$ cat src/rtl/int_sequencer.sv
// Interrupt entry/exit sequencer: stacks PC/SR and vectors on entry, pops SR/PC on RTI.
// Define INT_SEQ_TIMEOUT_EN to abort a bus access that waits too long (pulses ERR).
module int_sequencer #(
    parameter int              DW          = 16,
    parameter int              STACK_STEP  = 2,
    parameter logic [DW-1:0]   SR_CLR_MASK = 16'h0008
`ifdef INT_SEQ_TIMEOUT_EN
    ,parameter int             TIMEOUT_CYC = 15
`endif
) (
    input  logic          CLK,
    input  logic          RESET,
    input  logic          REQ,
    input  logic [DW-1:0] ADDRInt,
    input  logic          INSTR_END,
    input  logic          RTI_EXEC,
    input  logic [DW-1:0] PC_IN,
    input  logic [DW-1:0] SR_IN,
    input  logic [DW-1:0] SP_IN,
    input  logic [DW-1:0] MEM_RDATA,
    input  logic          MEM_ACK,
    output logic [DW-1:0] MEM_ADDR,
    output logic [DW-1:0] MEM_WDATA,
    output logic          MEM_WE,
    output logic          MEM_RE,
    output logic [DW-1:0] PC_OUT,
    output logic [DW-1:0] SR_OUT,
    output logic [DW-1:0] SP_OUT,
    output logic          PC_LOAD,
    output logic          SR_LOAD,
    output logic          SP_LOAD,
    output logic          INTA,
    output logic          RTI_DONE,
    output logic          BUSY,
    output logic          ERR
);

    localparam logic [DW-1:0] STEP = DW'(STACK_STEP);

    typedef enum logic [2:0] {
        IDLE, PUSH_PC, PUSH_SR, FETCH_VEC, LOAD_ENT, POP_SR, POP_PC, LOAD_RET
    } state_t;

    state_t        state_q, state_nxt;
    logic [DW-1:0] sp_q, pc_q, sr_q, vec_q;
    logic          accept_rti, accept_int;

    assign accept_rti = INSTR_END & RTI_EXEC;
    assign accept_int = INSTR_END & REQ & ~RTI_EXEC;

`ifdef INT_SEQ_TIMEOUT_EN
    localparam int CW = $clog2(TIMEOUT_CYC + 1);

    logic [CW-1:0] cnt_q;
    logic          err_q, bus_st, tmo;

    assign bus_st = (state_q == PUSH_PC) || (state_q == PUSH_SR) || (state_q == FETCH_VEC) ||
                    (state_q == POP_SR)  || (state_q == POP_PC);
    assign tmo    = bus_st && !MEM_ACK && (cnt_q == CW'(TIMEOUT_CYC - 1));
    assign ERR    = err_q;

    // Wait counter restarts whenever the state changes, so each access gets the full budget.
    always_ff @(posedge CLK or negedge RESET) begin
        if (!RESET) begin
            cnt_q <= '0;
            err_q <= 1'b0;
        end else begin
            err_q <= tmo;
            cnt_q <= (state_nxt != state_q || !bus_st) ? '0 : cnt_q + CW'(1);
        end
    end
`else
    assign ERR = 1'b0;
`endif

    always_ff @(posedge CLK or negedge RESET) begin
        if (!RESET) state_q <= IDLE;
        else        state_q <= state_nxt;
    end

    always_comb begin
        state_nxt = state_q;
        case (state_q)
            IDLE:      if (accept_rti)      state_nxt = POP_SR;
                       else if (accept_int) state_nxt = PUSH_PC;
            PUSH_PC:   if (MEM_ACK) state_nxt = PUSH_SR;
            PUSH_SR:   if (MEM_ACK) state_nxt = FETCH_VEC;
            FETCH_VEC: if (MEM_ACK) state_nxt = LOAD_ENT;
            LOAD_ENT:  state_nxt = IDLE;
            POP_SR:    if (MEM_ACK) state_nxt = POP_PC;
            POP_PC:    if (MEM_ACK) state_nxt = LOAD_RET;
            LOAD_RET:  state_nxt = IDLE;
            default:   state_nxt = IDLE;
        endcase
`ifdef INT_SEQ_TIMEOUT_EN
        if (tmo) state_nxt = IDLE;
`endif
    end

    // SP is pre-decremented on entry so the push address is stable from PUSH_PC entry.
    always_ff @(posedge CLK or negedge RESET) begin
        if (!RESET) begin
            sp_q  <= '0;
            pc_q  <= '0;
            sr_q  <= '0;
            vec_q <= '0;
        end else begin
            case (state_q)
                IDLE: begin
                    if (accept_rti) begin
                        sp_q <= SP_IN;
                    end else if (accept_int) begin
                        sp_q  <= SP_IN - STEP;
                        pc_q  <= PC_IN;
                        sr_q  <= SR_IN;
                        vec_q <= ADDRInt;
                    end
                end
                PUSH_PC:   if (MEM_ACK) sp_q <= sp_q - STEP;
                FETCH_VEC: if (MEM_ACK) pc_q <= MEM_RDATA;
                POP_SR: if (MEM_ACK) begin
                    sr_q <= MEM_RDATA;
                    sp_q <= sp_q + STEP;
                end
                POP_PC: if (MEM_ACK) begin
                    pc_q <= MEM_RDATA;
                    sp_q <= sp_q + STEP;
                end
                default: ;
            endcase
        end
    end

    always_comb begin
        MEM_ADDR  = '0;
        MEM_WDATA = '0;
        MEM_WE    = 1'b0;
        MEM_RE    = 1'b0;
        PC_OUT    = '0;
        SR_OUT    = '0;
        SP_OUT    = '0;
        PC_LOAD   = 1'b0;
        SR_LOAD   = 1'b0;
        SP_LOAD   = 1'b0;
        INTA      = 1'b0;
        RTI_DONE  = 1'b0;
        case (state_q)
            PUSH_PC: begin
                MEM_WE    = 1'b1;
                MEM_ADDR  = sp_q;
                MEM_WDATA = pc_q;
            end
            PUSH_SR: begin
                MEM_WE    = 1'b1;
                MEM_ADDR  = sp_q;
                MEM_WDATA = sr_q;
            end
            FETCH_VEC: begin
                MEM_RE   = 1'b1;
                MEM_ADDR = vec_q;
            end
            LOAD_ENT: begin
                PC_OUT  = pc_q;
                SR_OUT  = sr_q & ~SR_CLR_MASK;
                SP_OUT  = sp_q;
                PC_LOAD = 1'b1;
                SR_LOAD = 1'b1;
                SP_LOAD = 1'b1;
                INTA    = 1'b1;
            end
            POP_SR, POP_PC: begin
                MEM_RE   = 1'b1;
                MEM_ADDR = sp_q;
            end
            LOAD_RET: begin
                PC_OUT   = pc_q;
                SR_OUT   = sr_q;
                SP_OUT   = sp_q;
                PC_LOAD  = 1'b1;
                SR_LOAD  = 1'b1;
                SP_LOAD  = 1'b1;
                RTI_DONE = 1'b1;
            end
            default: ;
        endcase
    end

    // Stall already in the accepting cycle so the CPU never starts the next instruction.
    assign BUSY = RESET & ((state_q != IDLE) | (INSTR_END & (REQ | RTI_EXEC)));

endmodule
$ cat config.mk
export PLATFORM = sky130hd
export DESIGN_NAME = int_sequencer
export DESIGN_NICKNAME = d
export VERILOG_FILES = /design/src/rtl/int_sequencer.sv
export SDC_FILE = /design/constraint.sdc
export NUM_CORES = 1
export LEC_CHECK = 0
export BUFFER_PORTS_ARGS = -buffer_cell sky130_fd_sc_hd__buf_2
export CORE_UTILIZATION = 45
export CTS_CLUSTER_DIAMETER = 80
export DETAILED_ROUTE_END_ITERATION = 10
export PLACE_DENSITY = 0.73
export SKIP_LAST_GASP = 1
export SYNTH_ARGS = -nofsm -noshare
export SYNTH_HDL_FRONTEND = slang
export SYNTH_SLANG_ARGS = --single-unit
$ cat constraint.sdc
create_clock -name CLK -period 2.81 [get_ports CLK]
set_input_delay 0.4215 -clock CLK [delete_from_list [all_inputs] [get_ports CLK]]
set_output_delay 0.4215 -clock CLK [all_outputs]
set_load 0.02 [all_outputs]
==> results of run 1 <==
critical path: stages, from the launching register on:
cell and delay [ps]:
dfrtp_1 340, buf_4 260, inv_1 120, nor3_1 380
nor2_4 170, buf_12 210, nor2b_1 180, buf_2 190
cells in the final DEF (no fill, tap or decap), drive strengths merged, types with 3 or more instances in the layout:
cell | Yosys | final
buf | 22 | 194
dfrtp | 67 | 67
nand2 | 52 | 52
o21ai | 48 | 48
nor2b | 44 | 44
a22o | 34 | 34
mux2i | 33 | 33
nor2 | 25 | 25
mux2 | 17 | 17
inv | 10 | 11
nor3 | 10 | 10
clkbuf | 25 | 10
a211oi | 9 | 9
xnor2 | 8 | 8
a21oi | 8 | 8
xor2 | 8 | 8
or4 | 8 | 8
nand3 | 7 | 7
nand4 | 7 | 7
nor4 | 7 | 7
and3 | 6 | 6
o21a | 6 | 6
or3 | 5 | 5
a22oi | 4 | 4
and2 | 4 | 4
o211ai | 3 | 3
nand3b | 3 | 3
a21o | 3 | 3
o31a | 3 | 3
a31oi | 3 | 3
clkinv | 0 | 3
power by group:
part           internal, mW  leakage, nW  switching (mW)
logic                  1.51         2.08            2.27
registers              1.42        0.821           0.529
clock network         0.412       0.0966           0.407
total                  3.34         3.00            3.21
path summary, 6_finish.rpt:
path                                              from                      to  slack [ps]  cells past startpoint
min in group asynchronous                        RESET     sp_q[6]$_DFFE_PN0P_         300                      2
worst max-delay path            state_q[2]$_DFFE_PN0P_               SR_OUT[8]         190                      7
worst min register to register     pc_q[5]$_DFFE_PN0P_     pc_q[5]$_DFFE_PN0P_         510                      2
worst min-delay path                          SP_IN[0]     sp_q[0]$_DFFE_PN0P_         260                      3
max in group asynchronous                        RESET  state_q[2]$_DFFE_PN0P_        1900                      2
worst max register to register  state_q[1]$_DFFE_PN0P_    sp_q[15]$_DFFE_PN0P_         230                     10
registers in the layout, summed over array words and instances (netlist names):
register	cells
pc_q	16
sp_q	16
sr_q	16
vec_q	16
state_q	3
cells by family after synthesis:
kind of cell    count (synthesis)  synth area share (%)
compound gates                145                  22.3
simple gates                  187                  21.2
flops                          67                  35.8
xor+xnor                       16                  3.39
fa+ha+maj                       2                 0.534
buf+inv                        57                  5.53
other cells                     1                0.0800
mux                            50                  11.1
per-layer routing:
metal,GRT usage [%],vias to the layer above,wire [microns]
met5,0,-,0
met4,11.4,0,446
met3,5.76,38,1150
met2,46.1,240,6970
met1,32.7,2213,5990
li1,-,2227,-
per-stage QoR:
stage | instances | utilization, % | area (sq um)
final | 821 | 59.0 | 5870
after detailed placement | 805 | 57.1 | 5680
after CTS | 821 | 59.0 | 5870
after floorplan | 525 | - | 4690
after global routing | 821 | 59.0 | 5870
after global placement | 805 | 57.1 | 5680
final cells by class:
| cell class | instances | share of cell area (%) |
|---|---|---|
| clock inverters | 6 | 1.11 |
| multi-input cells | 401 | 47.1 |
| inverters | 10 | 0.639 |
| flip-flops and latches | 67 | 28.5 |
| well taps | 133 | 2.83 |
| clock buffers | 10 | 2.17 |
| repair buffers | 194 | 17.6 |
==> run metrics, run 1 <==
status=finished, final reports clean; post-synthesis register bit count=67; cts bufs inserted=9; setup_tns=0 ps; Core Region=9950 sq um; Register Area=1680 sq um; worst min path class=input port to flip-flop; vias in the first global route=4588; initial core utilization=47.1%; clk sink count=67; CTS H-tree depth=3; Setup Viol. Count Final=0; CP Launch Type=flip-flop; post-CTS setup buffer count=0; clock skew=11.1 ps; clock root cell=clkbuf_8; area share of the largest cell type after synthesis=35.8%; Post-Route WL=14600 microns; WS Path Type=flip-flop to output pin; Worst Tran Pin Value=1050 ps; FFs w/ async S/R, synth=100%; HPWL after DPL=10500 microns; DIE WIDTH=104 microns; Max clock buf depth=2; hold buffer count at CTS=0; Post-Place Worst Slack=268 ps; post-layout min period=2620 ps; CP max FO=36; CP arrival=2200 ps; # diodes=0; Final Hold Viols=0; Synth warnings=0; WP data required=2390 ps; relative slew slack=30.2%; Gate Count Post-Synth=525; largest net degree at the start of global routing=68; vias per cell=5.75; Filler Cells Inserted=920; layout cell share with drive strength beyond 1=34.7%; Tcrit/Tclk final=93.3%; Total Routing Usage GR=27.0%; Post-synth top cells=67 x dfrtp_1, 51 x nand2_1, 48 x o21ai_0; P_leak=3.00 nW; CTS tree=done; Hold WS=265 ps; area of the multi-input gates=2760 sq um; global-route wire length before repair=23300 microns; sequential share of the synthesized area=35.8%; via count=4718; Worst setup EP type=output pin; Die ar.=10800 sq um; count leader, synth=dfrtp_1; Final WS setup=187 ps; grt ovf=0; DRT Pass-1 Iters=5; I/O Pins=175; Routed Antenna Nets=0; # resized after CTS=0; Yosys top cell by area=dfrtp_1; most used flip-flop cell after synthesis=dfrtp_1; max-capacitance violation count=0; DRT iter0 DRCs=242; Post-synth EDFFs=0; max-slew violations=0; PortBufs=173; RD Place Congestion=0.891; worst-case vdd ir drop=0.666 mV; cells taking the most area after synthesis=dfrtp_1 36%, mux2i_1 7.0%, a22o_1 6.4%; fmax=0.381 GHz; Clock Pin Slew Worst Setup and Hold Paths=80 ps; initial antenna violation count=0; Total Power=6.55 mW; Yosys cell types=67; Row Count=36; WL per Instance=17.7 microns; die height=104 microns; RSZ-0062 raised after global routing=false; Skew-Pair Late Insertion Delay=350 ps; Nets=771; Avg Cell Area, Syn=8.93 sq um; area delta synth->final=25.3%; DRC=0; pwr dens=1120 nW/um^2; Net Count, Synth=613; Synth Cell Area=4690 sq um
Power figures use the tool's default switching activity.
==> run 2: changes to the inputs <==
--- a/config.mk
+++ b/config.mk
@@ -9,6 +9,7 @@
 export CORE_UTILIZATION = 45
 export CTS_CLUSTER_DIAMETER = 80
 export DETAILED_ROUTE_END_ITERATION = 10
+export MAX_ROUTING_LAYER = met4
 export PLACE_DENSITY = 0.73
 export SKIP_LAST_GASP = 1
 export SYNTH_ARGS = -nofsm -noshare
==> run metrics, run 2 (synthesized netlist as in run 1, its figures left out) <==
status=finished, final reports clean; post-CTS setup buffer count=0 (unchanged); initial core utilization=47.1% (unchanged); largest net degree at the start of global routing=68 (unchanged); met1 Use GR=33.7% (+1.0 points); Nets=770 (-0.13%); max-slew violations=0 (unchanged); Final Hold Viols=0 (unchanged); global-route wire length before repair=23300 microns (unchanged); area of the multi-input gates=2760 sq um (unchanged); commonest cells after routing, fill and taps aside=173 x buf_2, 67 x dfrtp_1, 51 x nand2_1; Post-Place Worst Slack=229 ps (-38.4 ps); RD Place Congestion=0.931 (+4.5%); Die ar.=10800 sq um (unchanged); WS Path Type=flip-flop to output pin; clk sink count=67 (unchanged); via count=4710 (-0.17%); DRC=0 (unchanged); CTS H-tree depth=3 (unchanged); CP arrival=2210 ps (about the same); Clock Pin Slew Worst Setup and Hold Paths=80 ps (about the same); DRT Pass-1 Iters=4 (-1); # diodes=0 (unchanged); Max clock buf depth=2 (unchanged); Setup Viol. Count Final=0 (unchanged); CTS tree=done; relative slew slack=32.4% (+2.3 points); Routed Antenna Nets=0 (unchanged); vias per cell=5.74 (about the same); clock root cell=clkbuf_8; CP max FO=36 (unchanged); DRT iter0 DRCs=200 (-17%); layout cell share with drive strength beyond 1=34.8% (+0.051 points); WL per Instance=17.6 microns (-0.48%); DIE WIDTH=104 microns (unchanged); worst min path class=input port to flip-flop; RSZ-0062 raised after global routing=false; Core Region=9950 sq um (unchanged); Tcrit/Tclk final=93.8% (+0.44 points); max-capacitance violation count=0 (unchanged); P_leak=2.99 nW (-0.32%); GRT busiest layer=met2; commonest non-fill, non-tap cell in the layout=buf_2; Total Routing Usage GR=27.9% (+0.99 points); # resized after CTS=0 (unchanged); met2 Track Usage GR=46.1% (unchanged); pwr dens=1110 nW/um^2 (about the same); Finished Cell Area=5870 sq um (about the same); die height=104 microns (unchanged); PortBufs=173 (unchanged); Worst setup EP type=output pin; met3 usage=5.33% (-0.44 points); CP Launch Type=flip-flop; Worst Tran Pin Value=1010 ps (-34.1 ps); Register Area=1680 sq um (unchanged); worst-case vdd ir drop=0.528 mV (-21%); clock skew=11.7 ps (+0.576 ps); Post-DP Area=5670 sq um (-0.13%); setup_tns=0 ps (unchanged); Final WS setup=175 ps (-12.3 ps); Row Count=36 (unchanged); I/O Pins=175 (unchanged); fmax=0.379 GHz (-0.47%); cts bufs inserted=9 (unchanged); area delta synth->final=25.3% (about the same); fin cells=820 (-0.12%); placed cells=804 (-0.12%); Skew-Pair Late Insertion Delay=360 ps (about the same); hold buffer count at CTS=0 (unchanged); grt ovf=0 (unchanged); HPWL after DPL=10400 microns (-1.2%); post-layout min period=2640 ps (+12.3 ps); initial antenna violation count=0 (unchanged); Final Core Density=59.0% (about the same); Filler Cells Inserted=928 (+0.87%); WP data required=2390 ps (about the same); vias in the first global route=4621 (+0.72%); Post-Route WL=14500 microns (-0.60%)
run 2: cell types whose count changed in the layout (fill, tap and decap cells not counted), sizes merged:
cell,previous run,this run
clkinv,3,1
buf,194,193
clkinvlp,1,3
clkbuf,10,9
inv,11,12
run 2: layout make-up:
class	instances	area share (%)
clock buffers	9	2.11
clock inverters	7	1.28
inverters	10	0.639
multi-input cells	401	47.1
flip-flops and latches	67	28.6
well taps	133	2.83
repair buffers	193	17.5
run 2: report_power, final:
part / leakage (nW) / switching (mW) / internal [mW]
sequential: 0.821 / 0.529 / 1.42
clock: 0.0923 / 0.417 / 0.414
combinational: 2.07 / 2.26 / 1.50
run 2: stage by stage:
stage,hold slack [ps],power (mW)
2_1_floorplan,126,4.51
3_3_place_gp,479,5.63
3_5_place_dp,494,5.70
4_1_cts,251,6.55
5_1_grt,285,6.97
6_report,258,6.54
run 2: path summary, 6_finish.rpt:
path | startpoint | end | slack (ps) | cells after the start
max | state_q[2]$_DFFE_PN0P_ | SR_OUT[8] | 170 | 7
min | SP_IN[0] | sp_q[0]$_DFFE_PN0P_ | 260 | 3
max reg2reg | state_q[1]$_DFFE_PN0P_ | sp_q[11]$_DFFE_PN0P_ | 210 | 9
min reg2reg | vec_q[0]$_DFFE_PN0P_ | vec_q[0]$_DFFE_PN0P_ | 510 | 1
max in group asynchronous | RESET | vec_q[4]$_DFFE_PN0P_ | 1910 | 2
min in group asynchronous | RESET | sp_q[8]$_DFFE_PN0P_ | 300 | 2
run 2: metal layers:
layer / vias up / part of all wire (%)
met5: - / 0
met4: 0 / 2.5
met3: 39 / 8.0
met2: 229 / 48
met1: 2220 / 42
li1: 2222 / -
run 2: worst max-delay path, cell delays in order, from the launching register on:
cell     delay (ps)
dfrtp_1         350
buf_4           250
inv_1           130
nor3_1          380
nor2_4          170
buf_12          210
nor2b_1         170
buf_2           190
